## src/rtl/parity_serializer_if.sv

```systemverilog
// rtl/parity_serializer_if.sv - valid/ready byte handshake bus feeding the parity serializer
interface parity_serializer_if #(
    parameter int DATA_W = 8
);
    logic [DATA_W-1:0] data_in;
    logic              data_valid;
    logic              data_ready;

    modport master (
        output data_in,
        output data_valid,
        input  data_ready
    );

    modport slave (
        input  data_in,
        input  data_valid,
        output data_ready
    );
endinterface

```

## src/rtl/parity_serializer.sv

```systemverilog
// rtl/parity_serializer.sv - byte to LSB-first serial frame with trailing parity bit
// Optional stop bit after the parity bit: define PARITY_STOP_BIT_EN.
module parity_serializer #(
    parameter int DATA_W     = 8,
    parameter int ODD_PARITY = 0,
    parameter int IDLE_LEVEL = 1
) (
    input  logic                 clk,
    input  logic                 rst_n,
    parity_serializer_if.slave   bus,
    output logic                 ser_out,
    output logic                 ser_active,
    output logic                 parity_out,
    output logic                 frame_done
);
    localparam int CNT_W = $clog2(DATA_W);
    localparam logic [CNT_W-1:0] LAST_CNT = CNT_W'(DATA_W - 1);
    localparam logic IDLE_BIT = 1'(IDLE_LEVEL);
    localparam logic ODD_BIT  = 1'(ODD_PARITY);

    typedef enum logic [1:0] {
        S_IDLE,
        S_DATA,
        S_PAR,
        S_STOP
    } state_t;

`ifdef PARITY_STOP_BIT_EN
    localparam state_t LAST_S = S_STOP;
`else
    localparam state_t LAST_S = S_PAR;
`endif

    state_t            state;
    logic [DATA_W-1:0] shreg;
    logic [CNT_W-1:0]  cnt;
    logic              accept;

    assign bus.data_ready = (state == S_IDLE) || (state == LAST_S);
    assign accept         = bus.data_valid && bus.data_ready;

    // ser_out is registered one step ahead, so it is loaded with the bit the next state presents
    always_ff @(posedge clk) begin
        if (!rst_n) begin
            state      <= S_IDLE;
            shreg      <= '0;
            cnt        <= '0;
            ser_out    <= IDLE_BIT;
            ser_active <= 1'b0;
            parity_out <= 1'b0;
            frame_done <= 1'b0;
        end else begin
            frame_done <= 1'b0;
            if (accept) begin
                state      <= S_DATA;
                shreg      <= bus.data_in;
                cnt        <= '0;
                parity_out <= (^bus.data_in) ^ ODD_BIT;
                ser_out    <= bus.data_in[0];
                ser_active <= 1'b1;
            end else begin
                case (state)
                    S_DATA: begin
                        if (cnt == LAST_CNT) begin
                            state   <= S_PAR;
                            ser_out <= parity_out;
`ifndef PARITY_STOP_BIT_EN
                            frame_done <= 1'b1;
`endif
                        end else begin
                            cnt     <= cnt + CNT_W'(1);
                            shreg   <= shreg >> 1;
                            ser_out <= shreg[1];
                        end
                    end
`ifdef PARITY_STOP_BIT_EN
                    S_PAR: begin
                        state      <= S_STOP;
                        ser_out    <= IDLE_BIT;
                        frame_done <= 1'b1;
                    end
`endif
                    default: begin
                        state      <= S_IDLE;
                        ser_out    <= IDLE_BIT;
                        ser_active <= 1'b0;
                    end
                endcase
            end
        end
    end
endmodule

```

## src/flat_wrapper.sv

```systemverilog
// flat-port wrapper written by rule: the top's interface ports become plain ports
module parity_serializer_flat 
#(
    parameter int DATA_W     = 8,
    parameter int ODD_PARITY = 0,
    parameter int IDLE_LEVEL = 1
)
  (clk, rst_n, ser_out, ser_active, parity_out, frame_done, bus_data_in, bus_data_valid, bus_data_ready);
  parity_serializer_if #(.DATA_W(DATA_W)) bus_i ();
  input  logic clk;
  input  logic rst_n;
  output logic ser_out;
  output logic ser_active;
  output logic parity_out;
  output logic frame_done;
  input wire logic [$bits(bus_i.data_in)-1:0] bus_data_in;
  input wire logic [$bits(bus_i.data_valid)-1:0] bus_data_valid;
  output wire logic [$bits(bus_i.data_ready)-1:0] bus_data_ready;
  assign bus_i.data_in = bus_data_in;
  assign bus_i.data_valid = bus_data_valid;
  assign bus_data_ready = bus_i.data_ready;
  parity_serializer #(.DATA_W(DATA_W), .ODD_PARITY(ODD_PARITY), .IDLE_LEVEL(IDLE_LEVEL)) u_core (.clk(clk), .rst_n(rst_n), .bus(bus_i), .ser_out(ser_out), .ser_active(ser_active), .parity_out(parity_out), .frame_done(frame_done));
endmodule
```

## config.mk

```make
export PLATFORM = sky130hd
export DESIGN_NAME = parity_serializer_flat
export DESIGN_NICKNAME = d
export VERILOG_FILES = /design/src/rtl/parity_serializer_if.sv /design/src/rtl/parity_serializer.sv /design/src/flat_wrapper.sv
export SDC_FILE = /design/constraint.sdc
export NUM_CORES = 1
export LEC_CHECK = 0
export CAP_MARGIN = 20
export CORE_MARGIN = 2
export CORE_UTILIZATION = 47
export CTS_CLUSTER_DIAMETER = 30
export DETAILED_ROUTE_END_ITERATION = 6
export PLACE_DENSITY = 0.77
export SYNTH_ARGS = -nofsm -noshare
export SYNTH_HDL_FRONTEND = slang
export SYNTH_SLANG_ARGS = --single-unit
```

## constraint.sdc

```tcl
create_clock -name clk -period 2.1 [get_ports clk]
set_clock_uncertainty 0.15 [all_clocks]
set_input_delay 0.42 -clock clk [delete_from_list [all_inputs] [get_ports clk]]
set_output_delay 0.42 -clock clk [all_outputs]
set_load 0.01 [all_outputs]
```

### Word level (Yosys, flattened, before mapping)

Index checks and enable logic that the tools add are counted.

* bitwise operators: 3
* mux-type cells: 12
* div/mod/pow operators: 0
* multipliers: 0
* $add $sub $neg: 1
* shifts and indexed selects: 0
* order comparisons: 0
* reductions and logical operators: 9
* eq/ne operators: 6

Operator list (count)
* 8-bit two-way mux: 3
* 1-bit two-way mux: 9
* 8-bit XOR reduction: 1
* 2-bit by 1-bit inequality test with 1-bit output (second input constant): 2
* 2-bit AND reduction: 2
* 3-bit by 1-bit adder with 3-bit output (second input constant): 1
* 3-bit equality test (second input constant): 1
* 3-bit by 1-bit inequality test with 1-bit output (second input constant): 1
* 1-bit inverter: 3
* 3-bit OR reduction: 1
* 2-bit by 1-bit equality test with 1-bit output (second input constant): 1
* 2-bit equality test (second input constant): 1
* 2-bit zero test: 1
* 2-bit nonzero test: 1
* 2-bit OR reduction: 1
* 1-bit logical AND: 1
* 1-bit logical OR: 1

* register bits: 17
* bits in read-only memories: 0
* output and inout port bits: 5
* input port bits: 11
* memories kept: 0
* latch bits: 0
* bits in writable memories: 0

### Logic depth before layout (Yosys ltp)

Gate-level depths: netlist of run 1.

* depth after elaboration: 5
* gate-level depth with buffers: 5
* depth with buffers taken out: 5

### Least setup slack after synthesis of run 1

No wires, ideal clock.

* kind: register to register
* from: register u_core.cnt[0]
* to: register u_core.ser_out
* stages on the path, launching flop included: 6
* arrival: 1291 ps
* setup slack: 533 ps
* library setup time: 125 ps
* period minus slack after synthesis: 1567 ps
* data required time: 1825 ps
* path through: dfxtp_1 > ha_1 > ha_1 > mux2_2 > o22ai_1 > nand2_1

* cells in the longest elaborated chain, start to end: 4

Ends and longest elaborated chain
* start, declared: line parity_serializer.sv:36 `logic [CNT_W-1:0] cnt;`
* start signal, assigned: line parity_serializer.sv:71 `cnt <= cnt + CNT_W'(1);`
* 3-bit equality test: line parity_serializer.sv:64 `if (cnt == LAST_CNT) begin`
* 1-bit two-way mux: line parity_serializer.sv:64
* 1-bit two-way mux: line parity_serializer.sv:62 `case (state)`
* 1-bit two-way mux: line parity_serializer.sv:54 `if (accept) begin`
* end signal, assigned: line parity_serializer.sv:59 `ser_out <= bus.data_in[0];`
* end signal, assigned: line parity_serializer.sv:66 `ser_out <= parity_out;`
* end signal, assigned: line parity_serializer.sv:73 `ser_out <= shreg[1];`
* end, declared: line parity_serializer.sv:11 `output logic ser_out,`

Every way passes these cells.
A chain may end at the register's enable or synchronous reset.

### Worst setup path after layout of run 1

* from: register u_core.state[0]
* to: output port bus_data_ready

* cells in the longest elaborated chain, start to end: 2

Ends and longest elaborated chain
* start, declared: line parity_serializer.sv:34 `state_t state;`
* start signal, assigned: line parity_serializer.sv:45 `state <= S_IDLE;`
* start signal, assigned: line parity_serializer.sv:55 `state <= S_DATA;`
* start signal, assigned: line parity_serializer.sv:65 `state <= S_PAR;`
* 2-bit equality test or 2-bit zero test (tied branches): line parity_serializer.sv:39 `assign bus.data_ready = (state == S_IDLE) || (state == LAST_S);`
* 1-bit logical OR (*): line parity_serializer.sv:39
* end, declared: line flat_wrapper.sv:18 `output wire logic [$bits(bus_i.data_ready)-1:0] bus_data_ready;`

Mark *: on every way between the ends. The rest lies on a longest branch, timed or not.

==> results of run 1 <==
flip-flops by register name, summed over array words and instances (netlist names):
register           count
u_core.cnt             3
u_core.ser_out         1
u_core.shreg           7
u_core.ser_active      1
u_core.parity_out      1
u_core.frame_done      1
u_core.state           2
critical path, cell delays in order, from the launching register on:
cell	delay, ps
dfxtp_1	370
inv_1	90
clkdlybuf4s50_1	540
cells by family (layout without fill, tap and decap cells):
group,after synthesis,after routing,share of synthesized area
AND/OR/NAND/NOR,17,17,0.149
flip-flops,16,16,0.434
adder cells (fa/ha/maj),3,3,0.0509
buffers and inverters,3,20,0.0203
XOR/XNOR,8,8,0.0949
AO/OA/AOI/OAI,22,22,0.154
multiplexers,7,7,0.0966
cell type report:
type	count	area [sq um]	area share
multi-input cells	57	403	0.432
repair buffers	15	150	0.161
well taps	16	20.0	0.0214
clock buffers	4	36.3	0.0389
inverters	1	3.75	0.00402
flip-flops and latches	16	320	0.343
synthesized netlist by cell type, drive strengths merged (2+ instances only):
library cell and number:
nor2 4, and3 2, mux2i 6, o21ai 10, nor2b 2, xnor2 8, dfxtp 16, ha 3
a21oi 10, nand2 6, nand2b 2
metal layers:
metal | wire length [um] | GRT usage | part of all wire | up-vias
li1 | - | - | - | 297
met1 | 638 | 0.209 | 0.50 | 247
met2 | 577 | 0.244 | 0.45 | 13
met3 | 54 | 0.0375 | 0.042 | 2
met4 | 14 | 0.0909 | 0.011 | 0
met5 | 0 | 0 | 0 | -
worst max-delay path by stage:
stage / slack [ps] / end
2_1_floorplan: 530 / u_core.ser_out$_SDFF_PN1_
3_3_place_gp: 340 / u_core.parity_out$_SDFFE_PN0P_
3_5_place_dp: 340 / u_core.parity_out$_SDFFE_PN0P_
4_1_cts: 230 / bus_data_ready
5_1_grt: 160 / bus_data_ready
6_report: 250 / bus_data_ready
metrics by stage:
step	cells	util	worst slack (ps)	hold WS, ps
after floorplan	76	-	533	306
after global placement	105	0.603	342	323
after detailed placement	105	0.603	341	325
after CTS	109	0.627	230	341
after global routing	109	0.627	162	399
final	109	0.627	246	342
where the power goes:
part | leakage, nW | total (mW) | internal (mW) | switching (mW)
clock | 0.0210 | 0.207 | 0.106 | 0.101
combinational | 0.211 | 0.128 | 0.0702 | 0.0579
sequential | 0.132 | 0.337 | 0.324 | 0.0130
total | 0.363 | 0.672 | 0.500 | 0.172
==> results.cfg, run 1 <==
[power]
powerDensity_nw_per_um2 = 720
p_leak_nw = 0.363
p_total_mw = 0.672
ir_drop_uv = 432

[final_layout]
drive_gt1_frac = 0.0968
diodes = 0
fin_nets = 108
final_area_sq_um = 933
final_cell_mix = dfxtp_1, clkdlybuf4s50_1, o21ai_0, a21oi_1, xnor2_1
area_growth_pct = 26.4
final_common_cell = dfxtp_1
fillers = 129

[run]
drv_cap = 0

[sta]
setup_violations = 0
finalCriticalPeriod_ps = 1850
tightest_slew_ps = 403
hold_viol = 0
fmax_ghz = 0.539
fin_crit_sh = 0.883
maxSlewHeadroom = 0.731
drv_slew = 0
setup-tns-final_ps = 0
rsz0062_at_grt = false

[clock_network]
cts_max_path_buffers = 2
cts_max_level = 1
numCtsBuffers = 3
path_clk_slew_ps = 90
cts.sink_count = 16
cts_resized = 0
cts_tree = built
cts_hold_buf = 0
clk-insertion-delay-late_ps = 290
root_buffer = clkbuf_4
post-cts-setup-buffers = 0

[global_routing]
gr-total-overflow = 0
grt_pass1_vias = 514
grt_use_total = 0.161
grt_max_degree = 16
grt_pass1_wl_um = 2240
antenna_found_initial = 0

[placed_design]
place_area_sq_um = 897
gp_congestion = 0.716
numPortBuffers = 15
dpl.hpwl_um = 967

[yosys]
syn_area_sq_um = 738
yosysWarnings = 0
synth_cell_types = 21
syn_avg_cell_area_sq_um = 9.71
ys_ff_latch = 16
synth_edf_count = 0
synth_top_area_cell = dfxtp_1
synth_area_leaders = dfxtp_1, xnor2_1, mux2i_1
ys_seq_area_frac = 0.434
synth_top_area_frac = 0.434
synthArstFlopShare = 0
ys.flop_type = dfxtp_1
synthCells = 76
syn_nets = 90

[worst_setup_path]
r2r_cells = 5
r2r_start = u_core.cnt[0]$_SDFFE_PP0P_
cp-startpoint = u_core.state[0]$_SDFFE_PN0P_
crit_arrival_ps = 1280
worst-setup-path-type = reg2out
regToRegEndpoint = u_core.ser_out$_SDFF_PN1_
critPathMaxFanout = 4
cp-end-kind = output port
worst-r2r-setup-slack_ps = 400
critPathRequiredTime_ps = 1530
critPathLaunchType = flop

[routing]
ant_nets = 0
drc = 0
wl_per_cell_um = 11.8
totalWireLength_um = 1290
drt_iter0_drc = 1
dr_total_vias = 559
vias_per_cell = 5.13
drt_first_pass_iters = 3

[floorplan]
start_util = 0.496
rows = 14
core_sq_um = 1490
ios = 16
die_w_um = 43.6
die_height_um = 43.6
dieArea_sq_um = 1900

[min_path]
min_from = u_core.cnt[1]$_SDFFE_PP0P_
whs_endpoint = u_core.cnt[1]$_SDFFE_PP0P_
worstHoldPathType = reg2reg
hold_depth = 2

[run_status]
outcome = completed
(Power assumes the default switching activity.)
==> run 2, diff against run 1 <==
--- a/config.mk
+++ b/config.mk
@@ -7,10 +7,10 @@
 export LEC_CHECK = 0
 export CAP_MARGIN = 20
 export CORE_MARGIN = 2
-export CORE_UTILIZATION = 47
+export CORE_UTILIZATION = 43
 export CTS_CLUSTER_DIAMETER = 30
 export DETAILED_ROUTE_END_ITERATION = 6
-export PLACE_DENSITY = 0.77
+export PLACE_DENSITY = 0.74
 export SYNTH_ARGS = -nofsm -noshare
 export SYNTH_HDL_FRONTEND = slang
 export SYNTH_SLANG_ARGS = --single-unit
==> constraint.sdc (replaced) <==
create_clock -name clk -period 1.6 [get_ports clk]
set_clock_uncertainty 0.15 [all_clocks]
set_input_delay 0.32 -clock clk [delete_from_list [all_inputs] [get_ports clk]]
set_output_delay 0.32 -clock clk [all_outputs]
set_load 0.01 [all_outputs]
==> results.cfg, run 2 (synthesis gave the netlist of run 1 again) <==
[worst_setup_path]
critPathLaunchType = flop
worst-setup-path-type = reg2out
worst-r2r-setup-slack_ps = 120
r2r_start = u_core.cnt[1]$_SDFFE_PP0P_
cp-end-kind = output port
critPathMaxStageDelay_ps = 430
regToRegEndpoint = u_core.ser_out$_SDFF_PN1_
cp_slowest_cell = dfxtp_1
cp_cell_sequence = inv_1 -> dlygate4sd2_1
r2r_cells = 5
critPathRequiredTime_ps = 1130
crit_arrival_ps = 1060
critPathMaxFanout = 4

[sta]
fin_crit_sh = 0.956
finalCriticalPeriod_ps = 1530
setup-tns-final_ps = 0
hold_viol = 0
tightest_slew_ps = 397
maxSlewHeadroom = 0.734
rsz0062_at_grt = false
fmax_ghz = 0.654
setup_violations = 0
hold_slack_ps = 356
drv_slew = 0

[global_routing]
grt_pass1_vias = 531
grt_use_total = 0.153
grt_pass1_wl_um = 2220
gr-total-overflow = 0
busiest_layer = met2
antenna_found_initial = 0
grt_max_degree = 15
grtUsageMet1 = 0.190
met2_usage = 0.239
grt_use_met3 = 0.0357

[routing]
wl_per_cell_um = 11.4
vias_per_cell = 5.11
ant_nets = 0
drt_iter0_drc = 5
drc = 0
dr_total_vias = 572
drt_first_pass_iters = 2
totalWireLength_um = 1280

[floorplan]
start_util = 0.474
rows = 14
die_height_um = 45.4
die_w_um = 45.4
dieArea_sq_um = 2060
ios = 16
core_sq_um = 1560

[power]
p_leak_nw = 0.399
powerDensity_nw_per_um2 = 834
p_total_mw = 0.815
ir_drop_uv = 511

[min_path]
worstHoldPathType = reg2reg
min_from = u_core.ser_active$_SDFFE_PN0P_
hold_depth = 2
whs_endpoint = u_core.ser_active$_SDFFE_PN0P_

[final_layout]
drive_gt1_frac = 0.156
final_common_cell = dfxtp_1
fillers = 131
top_register = u_core.shreg
largest_reg_flops = 7
area_growth_pct = 32.4
fin_nets = 112
top_regs = u_core.shreg x7, u_core.cnt x3, u_core.state x2
diodes = 0
final_cell_mix = dfxtp_1, o21ai_0, a21oi_1, clkdlybuf4s50_1, xnor2_1

[clock_network]
cts.sink_count = 16
cts_tree = built
numCtsBuffers = 3
cts_max_level = 1
clk-insertion-delay-late_ps = 270
post-cts-setup-buffers = 0
path_clk_slew_ps = 90
root_buffer = clkbuf_4
cts_max_path_buffers = 2
cts_hold_buf = 0

[run]
drv_cap = 0

[run_status]
outcome = completed

[placed_design]
numPortBuffers = 15
dpl.hpwl_um = 999
gp_congestion = 0.726
-- run 2: cell count changes in the layout (fill, tap and decap cells not counted) --
cell | before | now
dfxtp_2 | 0 | 1
clkbuf_8 | 1 | 0
ha_4 | 0 | 2
dlymetal6s2s_1 | 0 | 2
dfxtp_1 | 16 | 15
clkdlybuf4s50_1 | 15 | 10
buf_4 | 0 | 4
dlygate4sd2_1 | 0 | 3
ha_1 | 3 | 1
-- run 2: through the flow --
stage	cell area, sq um	cells	setup slack (ps)	util
after floorplan	738	76	33.4	-
after global placement	927	109	-53.1	0.595
after detailed placement	927	109	-59.0	0.595
after CTS	948	112	0.555	0.608
after global routing	977	112	8.33	0.627
final	977	112	70.3	0.627
-- run 2: worst max-delay path, delay by kind of cell (launching register included) --
kind	cells	cell delay (ps)
buffers and inverters	2	350
flip-flops	1	430
-- run 2: final cells by class --
class	count	area (sq um)	area share
clock buffers	3	22.5	0.0230
inverters	1	3.75	0.00384
multi-input cells	57	428	0.438
flip-flops and latches	16	322	0.329
well taps	16	20.0	0.0205
repair buffers	19	181	0.186
-- run 2: report_power, final --
group	internal, mW	switching, mW	leakage [nW]
Sequential	0.425	0.0158	0.132
Clock	0.0871	0.112	0.0138
Combinational	0.0955	0.0788	0.253
-- run 2: repair_timing --
action | 4_1_cts | 5_1_grt
endpoints found under the setup margin | 4 | 3
resized for setup | 4 | 6
pin swaps | 0 | 0
-- run 2: worst max-delay path by stage --
stage,from,end,cells past startpoint
6_report,u_core.state[0]$_SDFFE_PN0P_,bus_data_ready,2
4_1_cts,u_core.cnt[0]$_SDFFE_PP0P_,u_core.ser_out$_SDFF_PN1_,5
2_1_floorplan,u_core.cnt[0]$_SDFFE_PP0P_,u_core.ser_out$_SDFF_PN1_,5
5_1_grt,u_core.state[0]$_SDFFE_PN0P_,bus_data_ready,2
3_3_place_gp,u_core.cnt[0]$_SDFFE_PP0P_,u_core.ser_out$_SDFF_PN1_,5
3_5_place_dp,bus_data_in[2],u_core.parity_out$_SDFFE_PN0P_,5
-- run 2: per-layer routing --
metal	part of all wire	wire length [um]
met1	0.48	610
met5	0	0
met2	0.45	582
met4	0.024	31
met3	0.044	56
==> run 3, diff against run 2 <==
--- a/config.mk
+++ b/config.mk
@@ -10,6 +10,7 @@
 export CORE_UTILIZATION = 43
 export CTS_CLUSTER_DIAMETER = 30
 export DETAILED_ROUTE_END_ITERATION = 6
+export MAX_ROUTING_LAYER = met4
 export PLACE_DENSITY = 0.74
 export SYNTH_ARGS = -nofsm -noshare
 export SYNTH_HDL_FRONTEND = slang
==> results.cfg, run 3 (synthesis gave the netlist of run 1 again) <==
[routing]
wl_met2_um = 582
vias_per_cell = 5.11
drt_first_pass_iters = 2
totalWireLength_um = 1280
drt_iter0_drc = 6
met1_length_um = 610
wl_per_cell_um = 11.4
drc = 0
ant_nets = 0
top_layer = met4
dr_wl_met3_um = 56
dr_total_vias = 572

[global_routing]
grt_max_degree = 15
gr-total-overflow = 0
grt_pass1_vias = 527
antenna_found_initial = 0
grt_pass1_wl_um = 2220
grt_use_total = 0.158

[worst_setup_path]
crit_arrival_ps = 1060
r2r_start = u_core.cnt[1]$_SDFFE_PP0P_
cp-end-kind = output port
r2r_cells = 5
regToRegEndpoint = u_core.ser_out$_SDFF_PN1_
critPathRequiredTime_ps = 1130
critPathLaunchType = flop
critPathMaxFanout = 4
worst-r2r-setup-slack_ps = 120
worst-setup-path-type = reg2out

[sta]
rsz0062_at_grt = false
fmax_ghz = 0.654
drv_slew = 0
fin_crit_sh = 0.956
setup-tns-final_ps = 0
hold_viol = 0
hold_slack_ps = 356
maxSlewHeadroom = 0.732
finalCriticalPeriod_ps = 1530
setup_violations = 0
tightest_slew_ps = 401

[min_path]
worstHoldPathType = reg2reg
min_from = u_core.ser_active$_SDFFE_PN0P_
whs_endpoint = u_core.ser_active$_SDFFE_PN0P_
hold_depth = 2

[final_layout]
final_common_cell = dfxtp_1
fin_nets = 112
multi_input_area_sq_um = 428
final_area_sq_um = 977
fillers = 131
largest_reg_flops = 7
seqCellArea_sq_um = 322
drive_gt1_frac = 0.156
diodes = 0
top_register = u_core.shreg
area_growth_pct = 32.4
final_core_util = 0.627
top_regs = u_core.shreg x7, u_core.cnt x3, u_core.state x2
final_cell_mix = dfxtp_1, o21ai_0, a21oi_1, clkdlybuf4s50_1, xnor2_1

[clock_network]
path_clk_slew_ps = 90
cts.sink_count = 16
root_buffer = clkbuf_4
numCtsBuffers = 3
cts_resized = 4
cts_hold_buf = 0
cts_tree = built
cts_max_level = 1
post-cts-setup-buffers = 0
cts_max_path_buffers = 2
clk-insertion-delay-late_ps = 270

[placed_design]
dpl.hpwl_um = 999
place_area_sq_um = 927
numPortBuffers = 15
gp_congestion = 0.735

[power]
p_total_mw = 0.815
powerDensity_nw_per_um2 = 834
p_leak_nw = 0.399
ir_drop_uv = 512

[floorplan]
ios = 16
die_height_um = 45.4
dieArea_sq_um = 2060
rows = 14
die_w_um = 45.4
start_util = 0.474
core_sq_um = 1560

[run_status]
outcome = completed

[run]
drv_cap = 0
==> run 3: cell counts in the layout (fill, tap and decap cells not counted) <==
Identical to the previous run, type by type.
==> run 3: worst max-delay path by stage <==
stage / slack, ps / cells after the start / end / start
2_1_floorplan: 30 / 5 / u_core.ser_out$_SDFF_PN1_ / u_core.cnt[0]$_SDFFE_PP0P_
3_3_place_gp: -50 / 5 / u_core.ser_out$_SDFF_PN1_ / u_core.cnt[0]$_SDFFE_PP0P_
3_5_place_dp: -60 / 5 / u_core.parity_out$_SDFFE_PN0P_ / bus_data_in[2]
4_1_cts: 0.6 / 5 / u_core.ser_out$_SDFF_PN1_ / u_core.cnt[0]$_SDFFE_PP0P_
5_1_grt: 8 / 2 / bus_data_ready / u_core.state[0]$_SDFFE_PN0P_
6_report: 70 / 2 / bus_data_ready / u_core.state[0]$_SDFFE_PN0P_
==> run 3: critical path, stage by stage, from the launching register on <==
cell	delay (ps)
dfxtp_1	430
inv_1	70
dlygate4sd2_1	280
==> run 3: through the flow <==
step	setup slack [ps]	instances
after global routing	8.33	112
after detailed placement	-59.0	109
after floorplan	33.4	76
after global placement	-53.1	109
after CTS	0.555	112
final	70.9	112
==> run 3: layout make-up <==
class / count / area share
well taps: 16 / 0.0205
repair buffers: 19 / 0.186
flip-flops and latches: 16 / 0.329
multi-input cells: 57 / 0.438
inverters: 1 / 0.00384
clock buffers: 3 / 0.0230
==> run 3: power breakdown <==
| part | leakage (nW) | total, mW | internal [mW] | switching (mW) |
|---|---|---|---|---|
| Sequential | 0.132 | 0.441 | 0.425 | 0.0159 |
| Combinational | 0.253 | 0.174 | 0.0955 | 0.0788 |
| Clock | 0.0138 | 0.199 | 0.0871 | 0.112 |
| Total | 0.399 | 0.815 | 0.608 | 0.207 |
==> run 3: routing by layer <==
layer / GRT usage / up-vias
li1: - / 304
met1: 0.195 / 249
met2: 0.237 / 15
met3: 0.0357 / 4
met4: 0.0882 / 0
met5: - / -
